==> src/rtl/seq_det_evt_fifo.sv <==
// Event timestamp FIFO behind a serial sequence detector: stamps each detection
// with a free-running counter, queues the stamps and keeps event/drop statistics.
module seq_det_evt_fifo #(
    parameter int DEPTH = 4,
    parameter int TS_W  = 8
) (
    input  logic                    clk,
    input  logic                    rst,
    input  logic                    det_in,
    input  logic                    clr,
    output logic [TS_W-1:0]         ts_data,
    output logic                    ts_valid,
    input  logic                    ts_ready,
    output logic [$clog2(DEPTH):0]  level,
    output logic [TS_W-1:0]         evt_cnt,
    output logic [TS_W-1:0]         drop_cnt,
    output logic                    ovf
);

    localparam int AW = (DEPTH > 1) ? $clog2(DEPTH) : 1;
    localparam int LW = AW + 1;

    logic [TS_W-1:0] tcnt_reg;
    logic [TS_W-1:0] mem [DEPTH];
    logic [AW-1:0]   wr_ptr_reg;
    logic [AW-1:0]   rd_ptr_reg;
    logic [AW-1:0]   rd_ptr_next;
    logic [LW-1:0]   level_reg;
    logic [LW-1:0]   level_next;
    logic [TS_W-1:0] head_reg;
    logic [TS_W-1:0] head_next;
    logic [TS_W-1:0] evt_cnt_reg;
    logic [TS_W-1:0] drop_cnt_reg;
    logic            ovf_reg;

    logic full;
    logic pop;
    logic push;
    logic drop;

    assign ts_valid = (level_reg != '0);
    assign ts_data  = head_reg;
    assign level    = level_reg;
    assign evt_cnt  = evt_cnt_reg;
    assign drop_cnt = drop_cnt_reg;
    assign ovf      = ovf_reg;

    always_comb begin
        full        = (level_reg == LW'(DEPTH));
        pop         = ts_valid & ts_ready;
        push        = det_in & (~full | pop);
        drop        = det_in & full & ~pop;
        rd_ptr_next = pop ? rd_ptr_reg + AW'(1) : rd_ptr_reg;
        level_next  = level_reg + LW'(push) - LW'(pop);
        // Head register is the registered read port; bypass the incoming stamp
        // when it becomes the only entry so push latency stays at one cycle.
        head_next   = '0;
        if (level_next != '0) begin
            if (push && (wr_ptr_reg == rd_ptr_next)) begin
                head_next = tcnt_reg;
            end else begin
                head_next = mem[rd_ptr_next];
            end
        end
    end

    always_ff @(posedge clk) begin
        if (!rst && !clr && push) begin
            mem[wr_ptr_reg] <= tcnt_reg;
        end
    end

    always_ff @(posedge clk) begin
        if (rst) begin
            tcnt_reg     <= '0;
            wr_ptr_reg   <= '0;
            rd_ptr_reg   <= '0;
            level_reg    <= '0;
            head_reg     <= '0;
            evt_cnt_reg  <= '0;
            drop_cnt_reg <= '0;
            ovf_reg      <= 1'b0;
        end else begin
            tcnt_reg <= tcnt_reg + TS_W'(1);
            if (clr) begin
                wr_ptr_reg   <= '0;
                rd_ptr_reg   <= '0;
                level_reg    <= '0;
                head_reg     <= '0;
                evt_cnt_reg  <= '0;
                drop_cnt_reg <= '0;
                ovf_reg      <= 1'b0;
            end else begin
                if (push) begin
                    wr_ptr_reg <= wr_ptr_reg + AW'(1);
                end
                rd_ptr_reg <= rd_ptr_next;
                level_reg  <= level_next;
                head_reg   <= head_next;
                if (det_in) begin
                    evt_cnt_reg <= evt_cnt_reg + TS_W'(1);
                end
                if (drop) begin
                    ovf_reg <= 1'b1;
                    if (drop_cnt_reg != '1) begin
                        drop_cnt_reg <= drop_cnt_reg + TS_W'(1);
                    end
                end
            end
        end
    end

endmodule
==> config.mk <==
export PLATFORM = sky130hd
export DESIGN_NAME = seq_det_evt_fifo
export DESIGN_NICKNAME = d
export VERILOG_FILES = /design/src/rtl/seq_det_evt_fifo.sv
export SDC_FILE = /design/constraint.sdc
export NUM_CORES = 1
export LEC_CHECK = 0
export CORE_MARGIN = 2
export CORE_UTILIZATION = 50
export DETAILED_ROUTE_END_ITERATION = 16
export GPL_TIMING_DRIVEN = 0
export PLACE_DENSITY = 0.71
export SETUP_SLACK_MARGIN = 0.2
export SYNTH_ARGS = -nofsm -noshare
export SYNTH_HDL_FRONTEND = slang
export SYNTH_SLANG_ARGS = --single-unit
==> constraint.sdc <==
create_clock -name clk -period 3.66 [get_ports clk]
set_input_delay 0.732 -clock clk [delete_from_list [all_inputs] [get_ports clk]]
set_output_delay 0.732 -clock clk [all_outputs]
set_load 0.01 [all_outputs]
# Word level (Yosys, flattened, before mapping)
# Memory sizes are Yosys's and may differ from the RTL's. A register that Yosys moved wholly into a read port is not among the register bits.
# Index checks and enable logic that the tools add are counted.
dict set report classes {
  addsub 7
  eq_ne 2
  n_mux 3
  n_bitwise 8
  reduce_logical 9
}
# cell n
set ops {}
lappend ops {{8-bit by 1-bit adder with 8-bit output (second input constant)} 3}
lappend ops {{8-bit inequality test (second input constant)} 1}
lappend ops {{3-bit nonzero test} 2}
lappend ops {{2-bit by 1-bit adder with 2-bit output (second input constant)} 2}
lappend ops {{1-bit bitwise AND} 4}
lappend ops {{3-bit by 1-bit adder with 3-bit output} 1}
lappend ops {{3-bit == test (second input constant)} 1}
lappend ops {{1-bit NOT} 3}
lappend ops {{3-bit OR reduction} 1}
lappend ops {{3-bit by 1-bit subtractor with 3-bit output} 1}
lappend ops {{1-bit logical AND} 2}
lappend ops {{1-bit logical NOT} 2}
lappend ops {{1-bit 2-to-1 mux} 2}
lappend ops {{2-bit 2-to-1 mux} 1}
lappend ops {{2-bit AND reduction} 1}
lappend ops {{2-bit OR reduction} 1}
lappend ops {{1-bit OR} 1}
dict set report word_totals {
  regBits 32
  mem_bits_rw 32
  input_bits 5
  out_inout_bits 29
  elab_cells 37
  mem_count 1
}
# memory words word_bits rd rd_clocked_by_memory_dff wr line_no
set mem_list {}
lappend mem_list {mem 4 8 1 1 1 24} ;# logic [TS_W-1:0] mem [DEPTH];

# Depth between registers and ports, before layout
dict set report logic_depth {
  ltp_word 9
  depth_mapped 13
  mapped_depth_nobuf 11
}

# Worst setup path after synthesis
# Ideal clock, no wire load.
dict set report synth_timing {
  kind {in2reg}
  startpoint {input ts_ready}
  endpoint {register head_reg[2], in the netlist ts_data[2] (read register of mem)}
  setup_time_ps 72
  t_arrival_ps 2908
  required_time_ps 3588
  path_slack_ps 681
  path_stages 12
  path_buffers 1
  cell_sequence {nor4b_4 > nand2b_1 > ha_1 > inv_1 > ha_1 > inv_1 > fa_1 > xnor3_1 > a21oi_4 > buf_4 > o221ai_1 > mux2i_1}
}
dict set report synth_between {
  elab_chain_cells 8
  elab_cells_between_ends 9
  cone_classes {add/sub: 2; mux: 1; bitwise: 4; reduce/logical: 2}
}
# element line_no
set synth_rtl {}
lappend synth_rtl {{from (decl)} 13} ;# input logic ts_ready,
lappend synth_rtl {{1-bit bitwise AND *} 50} ;# pop = ts_valid & ts_ready;
lappend synth_rtl {{1-bit OR} 51} ;# push = det_in & (~full | pop);
lappend synth_rtl {{1-bit bitwise AND} 51}
lappend synth_rtl {{3-bit by 1-bit adder with 3-bit output} 54} ;# level_next = level_reg + LW'(push) - LW'(pop);
lappend synth_rtl {{3-bit by 1-bit subtractor with 3-bit output} 54}
lappend synth_rtl {{3-bit nonzero test} 58} ;# if (level_next != '0) begin
lappend synth_rtl {{1-bit NOT (no source line)} n/a}
lappend synth_rtl {{3-bit OR reduction (no source line)} n/a}
lappend synth_rtl {{to (decl)} 30} ;# logic [TS_W-1:0] head_reg;
# Mark *: on every way between the ends. The rest lies on a longest branch, timed or not.
# A chain may end at the register's enable or synchronous reset.

# Final worst setup path
dict set report layout_timing {
  startpoint {input det_in}
  endpoint {register head_reg[5], in the netlist ts_data[5] (read register of mem)}
}
dict set report layout_between {
  elab_chain_cells 6
}
# element line_no
set layout_rtl {}
lappend layout_rtl {{from (decl)} 9} ;# input logic det_in,
lappend layout_rtl {{1-bit bitwise AND} 51}
lappend layout_rtl {{3-bit by 1-bit adder with 3-bit output} 54}
lappend layout_rtl {{3-bit by 1-bit subtractor with 3-bit output} 54}
lappend layout_rtl {{3-bit nonzero test} 58}
lappend layout_rtl {{1-bit NOT (no source line)} n/a}
lappend layout_rtl {{3-bit OR reduction (no source line)} n/a}
# No other way between the ends.

==> flow_summary.yaml <==
outcome:
  status: "completed"
final_layout:
  multi_input_area_sq_um: 1620
  seq_area_sq_um: 1760
  largest_reg_flops: 32
  most-common-layout-cells: "40 x dfxtp_1, 32 x nor2_1, 32 x edfxtp_1"
  diodes: 0
  final_cells: 459
  fin_nets: 373
  drive_above_1_share_pct: 12.1
  top_register: "mem"
  synthToLayoutAreaGrowth_pct: 20.0
  nFillCells: 559
  final_common_cell: "dfxtp_1"
yosys:
  seq_area_frac_synth_pct: 50.1
  yosysWarnings: 0
  synth_cells: 313
  syn_area_sq_um: 3510
  synth_top_flop_cell: "dfxtp_1"
  ys_types: 43
  ys_seq_elements: 72
  synth-edff-count: 32
  synth_top_area_share_pct: 27.3
  synth_top_area_cell: "edfxtp_1"
  synth_area_leaders: "edfxtp_1 27%, dfxtp_1 23%, mux2i_1 8.0%"
  synthArstFlopShare_pct: 0
  synth_nets: 328
  syn-mean-instance-area_sq_um: 11.2
drt:
  wl_per_cell_um: 16.2
  drtIter0Drc: 139
  ant_nets: 0
  drt_first_pass_iters: 4
  vias: 2469
  routed_wl_um: 7420
  drt_drc_violations_left: 0
  via_per_inst: 5.38
worst_setup_path:
  arrival_ns: 3.49
  required_ns: 3.88
  cp_max_fo: 10
  end_kind: "flop"
  worstSetupPathType: "input port to flop"
  start_kind: "input port"
global_routing:
  grt-ovfl-total: 0
  grt_max_degree: 13
  grt_usage_pct: 20.9
  grt_pass1_wl_um: 12200
  antenna_found_initial: 0
  grt_pass1_vias: 2530
floorplanning:
  core_region_area_sq_um: 6790
  io_pins: 34
  die_area_sq_um: 7720
  num_rows: 30
  start_util_pct: 51.7
  fp.dieH_um: 87.8
  fp.dieW_um: 87.8
place:
  gp_congestion: 0.775
  dpl.hpwl_um: 5080
  placedCellCount: 441
  io_buffers: 32
power:
  ir_drop_mv: 0.222
  power.share.clock_pct: 40.1
  comb_power_share_pct: 9.5
  p_seq_share_pct: 50.4
  internal-power_w: 0.00133
  swShare_pct: 22.6
  leakagePower_nw: 1.51
  power.switching_w: 0.000389
  power_density_nw_per_um2: 408
cts:
  cts_root_buf: "clkbuf_8"
  clock_sinks: 72
  cts_buffer_depth: 2
  cts_tree: "built"
  clk_latency_ns: 0.34
  cts_buffers: 9
  clk_pin_slew_ns: 0.08
  htreeDepth: 3
timing:
  fin_skew_ns: 0.0102
  drv_slew: 0
  min_period_over_period_pct: 89.2
  grt_setup_unrepaired: "false"
  setup_viol: 0
  max_clock_freq_ghz: 0.306
  relSlewSlack_pct: 63.3
  final.min_clock_period_ns: 3.27
  hold_viol_final: 0
  hold_slack_ns: 0.477
  worst_pin_slew_ns: 0.551
job:
  maxCapViolations: 0
hold_path:
  hold_path.class: "flop to flop"
==> timing repair <==
item / in CTS / in global routing
gates resized for setup: 4 / 4
hold buffers: 0 / 0
pin swaps: 2 / 1
endpoints found under the setup margin: 8 / 8
setup buffers: 2 / 0
==> worst max-delay path, cell delays in order <==
cell             delay (ns)
clkdlybuf4s50_1        0.49
clkbuf_2               0.27
nand2b_4               0.10
ha_1                   0.30
inv_1                  0.06
ha_1                   0.13
inv_1                  0.05
fa_1                   0.37
xnor3_1                0.26
a21oi_4                0.25
o311ai_0               0.17
o31ai_1                0.30
==> kinds of logic (layout without fill, tap and decap cells) <==
family | after synthesis | in the layout | synth area share [%]
compound gates | 46 | 46 | 10.3
xor+xnor | 19 | 19 | 5.52
simple gates | 103 | 103 | 16.2
fa+ha+maj | 10 | 10 | 3.77
flops | 72 | 72 | 50.1
mux | 35 | 35 | 10.2
buf+inv | 28 | 78 | 3.88
==> power by group through the flow <==
stage	Clock [W]	Sequential, W	Combinational [W]
floorplan	0	0.000888	0.0000999
CTS	0.000696	0.000869	0.000162
global route	0.000733	0.000871	0.000178
detailed placement	0	0.000887	0.000156
global placement	0	0.000886	0.000154
finish	0.000690	0.000869	0.000163
==> final cells by class <==
class                      instances  area share [%]
multi-input combinational        213            38.5
timing repair buffer              34            8.01
clock inverter                     5            1.90
inverter                           8           0.712
sequential                        72            41.8
clock buffer                      11            3.35
buffer                            20            2.88
tap                               96            2.85
==> Yosys cell counts, types with 2 or more instances <==
| master | n |
|---|---|
| a21oi_1 | 9 |
| or3_1 | 5 |
| buf_4 | 2 |
| nor3b_1 | 7 |
| nor2_1 | 32 |
| o31ai_1 | 4 |
| inv_1 | 8 |
| buf_2 | 7 |
| and3_1 | 4 |
| or4_1 | 3 |
| nand2_1 | 13 |
| xnor2_1 | 9 |
| and2_1 | 4 |
| o211a_1 | 8 |
| mux2_2 | 7 |
| edfxtp_1 | 32 |
| a211oi_1 | 8 |
| dfxtp_1 | 40 |
| xnor3_1 | 2 |
| ha_1 | 9 |
| mux2i_1 | 28 |
| nand3_1 | 8 |
| xor2_1 | 8 |
| nand3b_1 | 7 |
| nand4_1 | 5 |
| nor2b_1 | 9 |
| clkbuf_1 | 8 |
| buf_6 | 2 |
| o221ai_1 | 7 |
| o21ai_0 | 5 |
==> per-stage QoR <==
step	TNS, ns	utilization [%]	total power (W)	setup WS (ns)	area (sq um)
global placement	-1.81	58.2	0.00104	-0.305	3960
floorplan	0	-	0.000987	0.681	3510
finish	0	62.1	0.00172	0.394	4220
global route	0	62.1	0.00178	0.219	4220
detailed placement	-2.41	58.2	0.00104	-0.378	3960
CTS	0	61.9	0.00173	0.236	4200
==> metal layers <==
metal  vias to the layer above  global-route usage [%]  share of wire (%)
li1                       1235                       -                  -
met1                      1181                    28.7                 49
met2                        46                    33.6                 48
met3                         7                    2.64                2.2
met4                         0                    8.81                1.3
met5                         -                       0                  0
==> worst paths after layout <==
path,from,depth (start not counted),slack [ns],endpoint
setup / recovery,det_in,12,0.39,ts_data[5]
hold / removal,ovf,2,0.48,ovf
setup reg to reg,level[1],12,0.59,ts_data[5]
hold reg to reg,ovf,2,0.48,ovf
Note: power is estimated with default switching activity, not from simulation.
